<file path="src/rtl/mii_rx_framer.sv">
// rtl/mii_rx_framer.sv - MII receive framer: preamble/SFD strip, byte assembly, length and CRC-32 checks
`timescale 1ns/1ps

// Reflected CRC-32 (poly 0xEDB88320) advanced over one byte, LSB first
module mii_rx_crc32_step (
  input  logic [31:0] crc_in,
  input  logic [7:0]  data_in,
  output logic [31:0] crc_out
);
  // Eight serial shift steps unrolled into a single combinational update
  always_comb begin
    crc_out = crc_in;
    for (int i = 0; i < 8; i++) begin
      if (crc_out[0] ^ data_in[i]) begin
        crc_out = (crc_out >> 1) ^ 32'hEDB88320;
      end else begin
        crc_out = crc_out >> 1;
      end
    end
  end
endmodule

module mii_rx_framer #(
  parameter int MIN_LEN = 64,
  parameter int MAX_LEN = 1518,
  parameter int LEN_W   = 11
) (
  input  logic       clk,
  input  logic       rst_n,
  input  logic [3:0] phy_rxd,
  input  logic       phy_rx_dv,
  input  logic       phy_rx_err,
  output logic [7:0] rx_mac_data,
  output logic       rx_mac_valid,
  output logic       rx_mac_sof,
  output logic       rx_mac_eof,
  output logic       rx_frame_good,
  output logic       rx_frame_bad,
  output logic [2:0] rx_err_code
);
  typedef enum logic [2:0] {
    S_IDLE, S_PREAMBLE, S_DATA_LO, S_DATA_HI, S_DROP
  } state_t;

  localparam logic [LEN_W-1:0] CNT_MIN = LEN_W'(MIN_LEN);
  localparam logic [LEN_W-1:0] CNT_MAX = LEN_W'(MAX_LEN);
  localparam logic [LEN_W-1:0] CNT_SAT = LEN_W'(MAX_LEN + 1);
  localparam logic [LEN_W-1:0] CNT_ONE = LEN_W'(1);
  localparam logic [31:0] CRC_INIT    = 32'hFFFFFFFF;
  localparam logic [31:0] CRC_RESIDUE = 32'hDEBB20E3;
  localparam logic [2:0] ERR_NONE = 3'd0;
  localparam logic [2:0] ERR_CRC  = 3'd1;
  localparam logic [2:0] ERR_RUNT = 3'd2;
  localparam logic [2:0] ERR_OVER = 3'd3;
  localparam logic [2:0] ERR_PHY  = 3'd4;
  localparam logic [2:0] ERR_ODD  = 3'd5;

  state_t           state_q, state_d;
  logic [3:0]       lo_q, lo_d;
  logic [7:0]       hold_q, hold_d;
  logic             hold_vld_q, hold_vld_d;
  logic             sof_pend_q, sof_pend_d;
  logic             err_q, err_d;
  logic [LEN_W-1:0] cnt_q, cnt_d;
  logic [31:0]      crc_q, crc_d, crc_next;
  logic [7:0]       data_q, data_d;
  logic             valid_q, valid_d, sof_q, sof_d, eof_q, eof_d;
  logic             good_q, good_d, bad_q, bad_d;
  logic [2:0]       code_q, code_d;
  logic [2:0]       eof_code;
  logic [7:0]       byte_in;

  assign byte_in = {phy_rxd, lo_q};

  mii_rx_crc32_step u_crc (
    .crc_in  (crc_q),
    .data_in (byte_in),
    .crc_out (crc_next)
  );

  // Status for a clean end of frame, first matching cause wins
  always_comb begin
    if (err_q) begin
      eof_code = ERR_PHY;
    end else if (cnt_q > CNT_MAX) begin
      eof_code = ERR_OVER;
    end else if (cnt_q < CNT_MIN) begin
      eof_code = ERR_RUNT;
    end else if (crc_q != CRC_RESIDUE) begin
      eof_code = ERR_CRC;
    end else begin
      eof_code = ERR_NONE;
    end
  end

  // Next state, datapath updates and registered stream/status outputs
  always_comb begin
    state_d    = state_q;
    lo_d       = lo_q;
    hold_d     = hold_q;
    hold_vld_d = hold_vld_q;
    sof_pend_d = sof_pend_q;
    err_d      = err_q;
    cnt_d      = cnt_q;
    crc_d      = crc_q;
    data_d     = 8'h00;
    valid_d    = 1'b0;
    sof_d      = 1'b0;
    eof_d      = 1'b0;
    good_d     = 1'b0;
    bad_d      = 1'b0;
    code_d     = ERR_NONE;
    case (state_q)
      S_IDLE: begin
        if (phy_rx_dv) state_d = (phy_rxd == 4'h5) ? S_PREAMBLE : S_DROP;
      end
      S_PREAMBLE: begin
        if (!phy_rx_dv) begin
          state_d = S_IDLE;
        end else if (phy_rxd == 4'hD) begin
          state_d    = S_DATA_LO;
          hold_vld_d = 1'b0;
          sof_pend_d = 1'b1;
          err_d      = 1'b0;
          cnt_d      = '0;
          crc_d      = CRC_INIT;
        end else if (phy_rxd != 4'h5) begin
          state_d = S_DROP;
        end
      end
      S_DATA_LO: begin
        if (phy_rx_dv) begin
          lo_d    = phy_rxd;
          err_d   = err_q | phy_rx_err;
          state_d = S_DATA_HI;
        end else begin
          state_d    = S_IDLE;
          hold_vld_d = 1'b0;
          if (hold_vld_q) begin
            data_d     = hold_q;
            valid_d    = 1'b1;
            sof_d      = sof_pend_q;
            sof_pend_d = 1'b0;
            eof_d      = 1'b1;
            code_d     = eof_code;
            good_d     = (eof_code == ERR_NONE);
            bad_d      = (eof_code != ERR_NONE);
          end
        end
      end
      S_DATA_HI: begin
        if (phy_rx_dv) begin
          err_d      = err_q | phy_rx_err;
          hold_d     = byte_in;
          hold_vld_d = 1'b1;
          crc_d      = crc_next;
          cnt_d      = (cnt_q == CNT_SAT) ? cnt_q : cnt_q + CNT_ONE;
          state_d    = S_DATA_LO;
          if (hold_vld_q) begin
            data_d     = hold_q;
            valid_d    = 1'b1;
            sof_d      = sof_pend_q;
            sof_pend_d = 1'b0;
          end
        end else begin
          // Odd nibble count; a phy error seen earlier still takes priority
          state_d    = S_IDLE;
          hold_vld_d = 1'b0;
          if (hold_vld_q) begin
            data_d     = hold_q;
            valid_d    = 1'b1;
            sof_d      = sof_pend_q;
            sof_pend_d = 1'b0;
            eof_d      = 1'b1;
            bad_d      = 1'b1;
            code_d     = err_q ? ERR_PHY : ERR_ODD;
          end
        end
      end
      S_DROP: begin
        if (!phy_rx_dv) state_d = S_IDLE;
      end
      default: state_d = S_IDLE;
    endcase
  end

  // FSM state register
  always_ff @(posedge clk or negedge rst_n) begin
    if (!rst_n) state_q <= S_IDLE;
    else        state_q <= state_d;
  end

  // Datapath and output registers
  always_ff @(posedge clk or negedge rst_n) begin
    if (!rst_n) begin
      lo_q       <= 4'h0;
      hold_q     <= 8'h00;
      hold_vld_q <= 1'b0;
      sof_pend_q <= 1'b0;
      err_q      <= 1'b0;
      cnt_q      <= '0;
      crc_q      <= CRC_INIT;
      data_q     <= 8'h00;
      valid_q    <= 1'b0;
      sof_q      <= 1'b0;
      eof_q      <= 1'b0;
      good_q     <= 1'b0;
      bad_q      <= 1'b0;
      code_q     <= ERR_NONE;
    end else begin
      lo_q       <= lo_d;
      hold_q     <= hold_d;
      hold_vld_q <= hold_vld_d;
      sof_pend_q <= sof_pend_d;
      err_q      <= err_d;
      cnt_q      <= cnt_d;
      crc_q      <= crc_d;
      data_q     <= data_d;
      valid_q    <= valid_d;
      sof_q      <= sof_d;
      eof_q      <= eof_d;
      good_q     <= good_d;
      bad_q      <= bad_d;
      code_q     <= code_d;
    end
  end

  assign rx_mac_data   = data_q;
  assign rx_mac_valid  = valid_q;
  assign rx_mac_sof    = sof_q;
  assign rx_mac_eof    = eof_q;
  assign rx_frame_good = good_q;
  assign rx_frame_bad  = bad_q;
  assign rx_err_code   = code_q;
endmodule

</file>
<file path="config.mk">
export PLATFORM = sky130hd
export DESIGN_NAME = mii_rx_framer
export DESIGN_NICKNAME = d
export VERILOG_FILES = /design/src/rtl/mii_rx_framer.sv
export SDC_FILE = /design/constraint.sdc
export NUM_CORES = 1
export LEC_CHECK = 0
export BUFFER_PORTS_ARGS = -buffer_cell sky130_fd_sc_hd__buf_2
export CAP_MARGIN = 20
export CORE_AREA = 2 2 97 99
export CTS_BUF_LIST = sky130_fd_sc_hd__clkbuf_4 sky130_fd_sc_hd__clkbuf_8 sky130_fd_sc_hd__clkbuf_16
export DETAILED_ROUTE_END_ITERATION = 10
export DIE_AREA = 0 0 99 101
export GPL_TIMING_DRIVEN = 1
export PLACE_DENSITY = 0.73
export RECOVER_POWER = 25
export SETUP_SLACK_MARGIN = 0.4
export SLEW_MARGIN = 30
export SYNTH_ARGS = -nofsm -noshare
export SYNTH_HDL_FRONTEND = slang
export SYNTH_SLANG_ARGS = --single-unit
</file>
<file path="constraint.sdc">
create_clock -name clk -period 2 [get_ports clk]
set_clock_uncertainty 0.2 [all_clocks]
set_input_delay 0.2 -clock clk [delete_from_list [all_inputs] [get_ports clk]]
set_output_delay 0.2 -clock clk [all_outputs]
set_load 0.01 [all_outputs]
</file>
==> results of run 1 <==
==> cells by family (layout without fill, tap and decap cells) <==
group	after synthesis	in the layout	share of synthesized area
simple gates	131	131	0.1675
buf+inv	16	172	0.01618
mux	4	4	0.01142
xor+xnor	80	80	0.2186
compound gates	52	52	0.08122
flops	77	77	0.4987
fa+ha+maj	2	2	0.006344
==> metrics by stage <==
step	instances	setup slack, ns	utilization	instance area [µm²]	hold slack [ns]
finish	629	-0.1502	0.7551	6779	0.03020
global route	629	-0.1867	0.7551	6779	0.05182
CTS	592	-0.1088	0.6716	6030	0.004528
detailed placement	526	-0.1750	0.5264	4726	0.0006539
global placement	526	-0.1327	0.5264	4726	-0.003029
floorplan	362	-0.04526	-	4175	-0.2956
==> layer usage <==
layer,share of wire,up-vias,global-route usage
met4,0.037,0,0.1075
met1,0.39,1803,0.3099
met2,0.52,192,0.4340
met3,0.055,57,0.04438
met5,0,-,0
li1,-,1539,-
==> what timing repair did <==
action / in CTS / in global routing
resized for setup: 122 / 74
gates cloned: 5 / 3
hold buffers: 6 / 0
pin swaps: 63 / 80
buffers inserted: 39 / 34
endpoints found under the setup margin: 69 / 74
hold endpoints to repair: 66 / 0
==> power by group through the flow <==
stage	clock network (mW)	logic [mW]	registers [mW]
2_1_floorplan	0	0.413	1.67
3_3_place_gp	0	0.589	1.67
3_5_place_dp	0	0.595	1.67
4_1_cts	1.25	0.875	1.65
5_1_grt	1.34	1.16	1.66
6_report	1.26	1.11	1.66
==> synth_stat cells, types with 5 or more instances <==
cell type,count
xnor2_1,47
dfrtp_1,45
nor2_1,39
nand2_1,33
dfstp_2,32
a21oi_1,27
xor2_1,20
and2_1,11
clkbuf_1,8
nand4_1,8
o22a_1,8
and3_1,6
xnor2_2,6
nand4b_1,5
nor3_1,5
o21ai_0,5
==> flip-flops by register name (all words and copies together) (netlist names) <==
name / count
rx_frame_good: 1
lo_q: 4
rx_err_code: 3
rx_mac_eof: 1
rx_mac_data: 8
cnt_q: 11
rx_mac_valid: 1
hold_vld_q: 1
rx_frame_bad: 1
err_q: 1
rx_mac_sof: 1
sof_pend_q: 1
state_q: 3
hold_q: 8
crc_q: 32
==> layout by cell type (no fill, tap or decap), drive strengths merged, types with 2 or more instances in the layout <==
master       netlist  routed
buf                4     141
mux2               4       4
nand2             33      33
o22a               8       8
o21ai              5       5
nand3b             2       2
a21oi             28      28
and3               6       6
nor4               3       3
dfrtp             45      45
nand4              8       8
nand3              3       3
nand2b             2       2
clkinv             0       2
dlygate4sd3        0       6
nor2              39      39
or3                3       3
xor2              24      24
nor3               5       5
nor2b              2       2
ha                 2       2
or4                3       3
nand4b             5       5
inv                4       8
clkbuf             8      13
and2              11      11
a31oi              4       4
nor3b              2       2
xnor2             55      55
dfstp             32      32
==> worst paths after layout <==
kind	to	slack (ns)	cells after the start
max in group asynchronous	crc_q[23]	0.21	3
min	lo_q[0]	0.03	2
max reg2reg	rx_err_code[0]	-0.15	5
min in group asynchronous	hold_q[1]	0.31	2
max	rx_err_code[0]	-0.15	5
min reg2reg	rx_mac_data[2]	0.31	1
==> final cells by class <==
cell class,count,area [µm²],share of cell area
clock buffer,9,123.9,0.01827
clock inverter,7,78.83,0.01163
inverter,4,15.01,0.002215
multi-input combinational,269,2776,0.4096
sequential,77,1976,0.2914
tap,111,138.9,0.02049
timing repair buffer,152,1670,0.2464
==> worst max-delay path: stages, from the launching register on <==
cell and delay (ns):
dfstp_2 0.38, or4_4 0.56, nor4_4 0.29, nand3_2 0.14, nor2b_1 0.16, o311a_1 0.31
==> results.md, run 1 <==
- Status: complete, but fails checks
- Violated checks: setup timing
- Via count: 3591
- Clk buf depth: 2
- Fin. max-slew vios: 0
- Post-synth top area cell: dfrtp_1
- Clock latency on the worst-skew pair: 0.37 ns
- Clock Power Share: 0.313
- FFs w/ async S/R, synth: 1.000
- Avg Cell Area, Syn: 10.89 µm²
- DRT Pass-1 Iters: 5
- Die height: 101 µm
- Combinational power share: 0.276
- CTS root buf: clkbuf_8
- Kind of critical path: flip-flop to flip-flop
- IR drop worst, VDD: 0.3381 mV
- Share of cells above drive strength 1: 0.6139
- Worst EP arrival: 2.21 ns
- Syn Inst Count: 362
- Fill cell count: 446
- Slew margin rel.: 0.3694
- Ports: 24
- Detail Placement HPWL: 6137 µm
- Buffers on Ports: 23
- Area Growth Syn to Fin: 71.89%
- Wire length per cell: 23.64 µm
- Sw frac: 0.3003
- Antenna violations before repair: 0
- Slew @ Worst Pin: 0.9459 ns
- H-tree Lvls: 3
- Via/cell ratio: 5.709
- Critical Path RT: 2.06 ns
- # diodes: 0
- Pleak: 3.006 nW
- Worst-path fanout max: 2
- Pin count of the biggest net entering global routing: 42
- Nets: 523
- Yosys top cell area share: 0.2855
- Switching power: 1.211 mW
- Placer Congestion: 0.8315
- Hold Crit Class: input port to flip-flop
- Synth area leaders: dfrtp_1 29%, dfstp_2 21%, xnor2_1 10%
- Syn nets: 372
- Power Total: 4.032 mW
- Int Power: 2.821 mW
- Post-route ant nets: 0
- Min Tclk post-route: 2.150 ns
- Post-synth EDFFs: 0
- Crit path launch: crc_q[12]
- Finish-stage setup viols: 17
- Worst setup margin: -0.1502 ns
- Crit. End Element: flip-flop
- First-pass GRT wire length: 19030 µm
- DR DRC count: 0
- DR iter-0 viols: 229
- Seq/Total Area, Yosys: 0.4987
- Total power per unit cell area: 594.8 nW/µm²
- Unrepaired setup endpoints after global routing: yes
- Core Rows: 35
- Die footprint: 9999 µm²
- Die X: 99 µm
- Hold Startpoint: phy_rxd[0]
- Netlist cell types: 46
- WL final: 14870 µm
- Register bit total from synthesis: 77
- Number of global-route vias before repair: 3490
- GRT Residual Overflow: 0
- Total track usage: 0.2511
- Clk slew on worst S/H paths: 0.09 ns
- Worst R2R Start: crc_q[12]
- Period utilization: 1.075
- TritonCTS buffer count: 9
- Core area: 8977 µm²
- Top_reg_cell synth: dfrtp_1
- Starting Density: 0.4393
- Setup TNS Final: -0.8404 ns
- CTS Sinks: 77
- Synth Cell Area: 3944 µm²
- Ys Warns: 0
- Final hold vios: 0
- CTS tree: yes
- Sequential power share: 0.410
- Critical path startpoint category: flip-flop
- Fmax: 465.1 MHz
- Total of max-cap violations: 0
Power figures use the tool's default switching activity.
==> run 2, diff against run 1 <==
ABC_AREA = 1   (was default)
CORE_AREA = 2 2 106 108   (was 2 2 97 99)
DIE_AREA = 0 0 108 110   (was 0 0 99 101)
==> results.md, run 2 <==
- Reg2reg setup slack: -0.10 ns (+0.05 ns)
- CTS tree: yes
- Power Total: 12.37 mW (+210%)
- Via count: 5426 (+51%)
- Min Tclk post-route: 2.103 ns (-0.04725 ns)
- WL final: 18790 µm (+26%)
- CTS root buf: clkbuf_8
- Fin. max-slew vios: 0 (unchanged)
- Critical path startpoint category: flip-flop
- CP max stage delay: 0.59 ns (+0.03 ns)
- Most frequent cell after synthesis: nand2_1
- Buffers on Ports: 23 (unchanged)
- Total power per unit cell area: 1706 nW/µm² (+190%)
- Cell count after placement: 798 (+52%)
- Pleak: 3.425 nW (+14%)
- FFs w/ async S/R, synth: 1.000 (unchanged)
- Hold Startpoint: phy_rxd[3]
- Critical Path RT: 2.11 ns (+0.05 ns)
- Pin count of the biggest net entering global routing: 36 (-14%)
- First-pass GRT wire length: 23980 µm (+26%)
- Sequential power share: 0.241 (-0.169)
- Wire length per cell: 20.64 µm (-13%)
- Post-synth top area cell: dfrtp_1
- Crit path launch: crc_q[0]
- DR DRC count: 0 (unchanged)
- Switching power: 6.200 mW (+410%)
- Hold Crit Class: input port to flip-flop
- Cell mode on critical path: nand2_1
- Fill cell count: 681 (+53%)
- Slew margin rel.: 0.5610 (+0.1916)
- Ports: 24 (unchanged)
- Clk slew on worst S/H paths: 0.10 ns (about the same)
- Core area: 10700 µm² (+19%)
- CP Capture Point: crc_q[7]
- Max reg flops: 32 (unchanged)
- Synth Cell Area: 4697 µm² (+19%)
- Die X: 108 µm (+9.1%)
- Fmax: 475.5 MHz (+2.2%)
- Unrepaired setup endpoints after global routing: yes
- DRT Pass-1 Iters: 6 (+1)
- Sw frac: 0.5013 (+0.2010)
- Synth cell count leaders: 205 x nand2_1, 81 x inv_1, 57 x nor2_1
- Finished Layout Cells: 910 (+45%)
- Share of cells above drive strength 1: 0.5156 (-0.09832)
- Core Rows: 38 (+8.6%)
- Die footprint: 11880 µm² (+19%)
- IR drop worst, VDD: 0.7544 mV (+120%)
- Syn Inst Count: 633 (+75%)
- Detail Placement HPWL: 8570 µm (+40%)
- Finish-stage setup viols: 3 (-14)
- Critical path, cell by cell: inv_2, nand2_2, nand2_4, nand2_4, nand2_8, nand2_1, nand2_1, nand2_1, nand3_2, o21ai_1, inv_1
- H-tree Lvls: 3 (unchanged)
- Worst-case reg-to-reg path depth: 11 (+6)
- Commonest non-fill, non-tap cells in the layout: 131 x nand2_1, 62 x inv_1, 62 x buf_4
- Slew @ Worst Pin: 0.6585 ns (-0.2874 ns)
- Avg Cell Area, Syn: 7.420 µm² (-32%)
- Kind of critical path: flip-flop to flip-flop
- Area Growth Syn to Fin: 54.29%
- Netlist cell types: 40 (-13%)
- Seq/Total Area, Yosys: 0.4188 (-0.07998)
- Number of global-route vias before repair: 5014 (+44%)
- Post-route ant nets: 0 (unchanged)
- Hold WS: 0.05617 ns (+0.02598 ns)
- Post-synth EDFFs: 0 (unchanged)
- Worst-path fanout max: 8 (+6)
- Setup TNS Final: -0.1509 ns (+0.6895 ns)
- Most flop-heavy register: crc_q
- Worst setup margin: -0.1029 ns (+0.04725 ns)
- Area of the multi-input gates: 3322 µm² (+20%)
- Int Power: 6.166 mW (+120%)
- Total of max-cap violations: 0 (unchanged)
- Clock Power Share: 0.114 (-0.199)
- Via/cell ratio: 5.963 (+4.4%)
- # diodes: 0 (unchanged)
- Final hold vios: 0 (unchanged)
- Worst EP arrival: 2.22 ns (about the same)
- Largest regs: crc_q (32), cnt_q (11)
- Total track usage: 0.2604 (+0.009361)
- FF+latch area: 1976 µm² (unchanged)
- CTS Sinks: 77 (unchanged)
- Slowest stage cell on the critical path: dfstp_2
- Period utilization: 1.051 (-0.02362)
- GRT Residual Overflow: 0 (unchanged)
- Clock latency on the worst-skew pair: 0.38 ns (about the same)
- Antenna violations before repair: 0 (unchanged)
- Worst R2R Start: crc_q[0]
- Combinational power share: 0.646 (+0.370)
- Crit. End Element: flip-flop
- Commonest non-fill, non-tap cell in the layout: nand2_1
- Nets: 775 (+48%)
- Syn nets: 643 (+73%)
- Placer Congestion: 0.9664 (+16%)
- Top_reg_cell synth: dfrtp_1
- Status: complete, but fails checks
- TritonCTS buffer count: 9 (unchanged)
- Violated checks: setup timing
- Yosys top cell area share: 0.2397 (-0.04579)
- Ys Warns: 0 (unchanged)
- Register bit total from synthesis: 77 (unchanged)
- Synth area leaders: dfrtp_1 24%, dfstp_2 18%, nand2_1 16%
- DR iter-0 viols: 599 (+160%)
- R2r endpoint: crc_q[7]
- Clk buf depth: 2 (unchanged)
- Die height: 110 µm (+8.9%)
- Starting Density: 0.4391 (about the same)
-- run 2: metrics by stage --
| step | area, µm² | util | worst slack, ns |
|---|---|---|---|
| 4_1_cts | 6386 | 0.5970 | 0.2298 |
| 3_3_place_gp | 5094 | 0.4761 | 0.07632 |
| 3_5_place_dp | 5094 | 0.4761 | -0.03433 |
| 2_1_floorplan | 4802 | - | 0.3640 |
| 5_1_grt | 7247 | 0.6774 | -0.1948 |
| 6_report | 7247 | 0.6774 | -0.1029 |
-- run 2: worst min-delay path by stage --
| stage | depth (start not counted) | endpoint |
|---|---|---|
| 2_1_floorplan | 0 | cnt_q[0] |
| 3_3_place_gp | 1 | state_q[2] |
| 3_5_place_dp | 1 | state_q[2] |
| 4_1_cts | 3 | lo_q[3] |
| 5_1_grt | 3 | lo_q[3] |
| 6_report | 3 | lo_q[3] |
-- run 2: layer usage --
| layer | track usage | share of wire |
|---|---|---|
| met4 | 0.1822 | 0.085 |
| met1 | 0.2915 | 0.35 |
| met5 | 0 | 0 |
| met2 | 0.4542 | 0.48 |
| met3 | 0.04233 | 0.085 |
-- run 2: final cells by class --
class | instances | share of cell area
Clock inverter | 6 | 0.01295
Timing Repair inverter | 1 | 0.001036
Clock buffer | 10 | 0.01813
Timing Repair Buffer | 131 | 0.1614
Inverter | 89 | 0.05128
Tap cell | 140 | 0.02417
Sequential cell | 77 | 0.2726
Multi-Input combinational cell | 456 | 0.4584
-- run 2: worst max-delay path, delay by kind of cell (launching register included) --
kind / cells / cell delay (ns)
compound gates: 1 / 0.12
buf+inv: 2 / 0.13
flops: 1 / 0.59
simple gates: 8 / 0.99
-- run 2: cells by family after synthesis --
group / synth area share
simple gates: 0.3237
fa+ha+maj: 0.005327
xor+xnor: 0.05248
buf+inv: 0.09403
compound gates: 0.1058
flops: 0.4188
-- run 2: timing repair --
item                       in CTS  in global routing
hold buffers                    9                  0
buffers inserted               51                 31
pin swaps                      39                 66
setup endpoints to repair      63                 72
gates resized for setup       134                165
cloned                          5                  0
hold endpoints to repair       52                  0
-- run 2: power by group through the flow --
| stage | clock, mW | sequential, mW | combinational (mW) |
|---|---|---|---|
| floorplan | 0 | 2.61 | 3.41 |
| global placement | 0 | 2.77 | 4.13 |
| detailed placement | 0 | 2.79 | 4.24 |
| CTS | 1.37 | 2.78 | 5.67 |
| global route | 1.47 | 3.00 | 8.45 |
| finish | 1.41 | 2.97 | 7.98 |
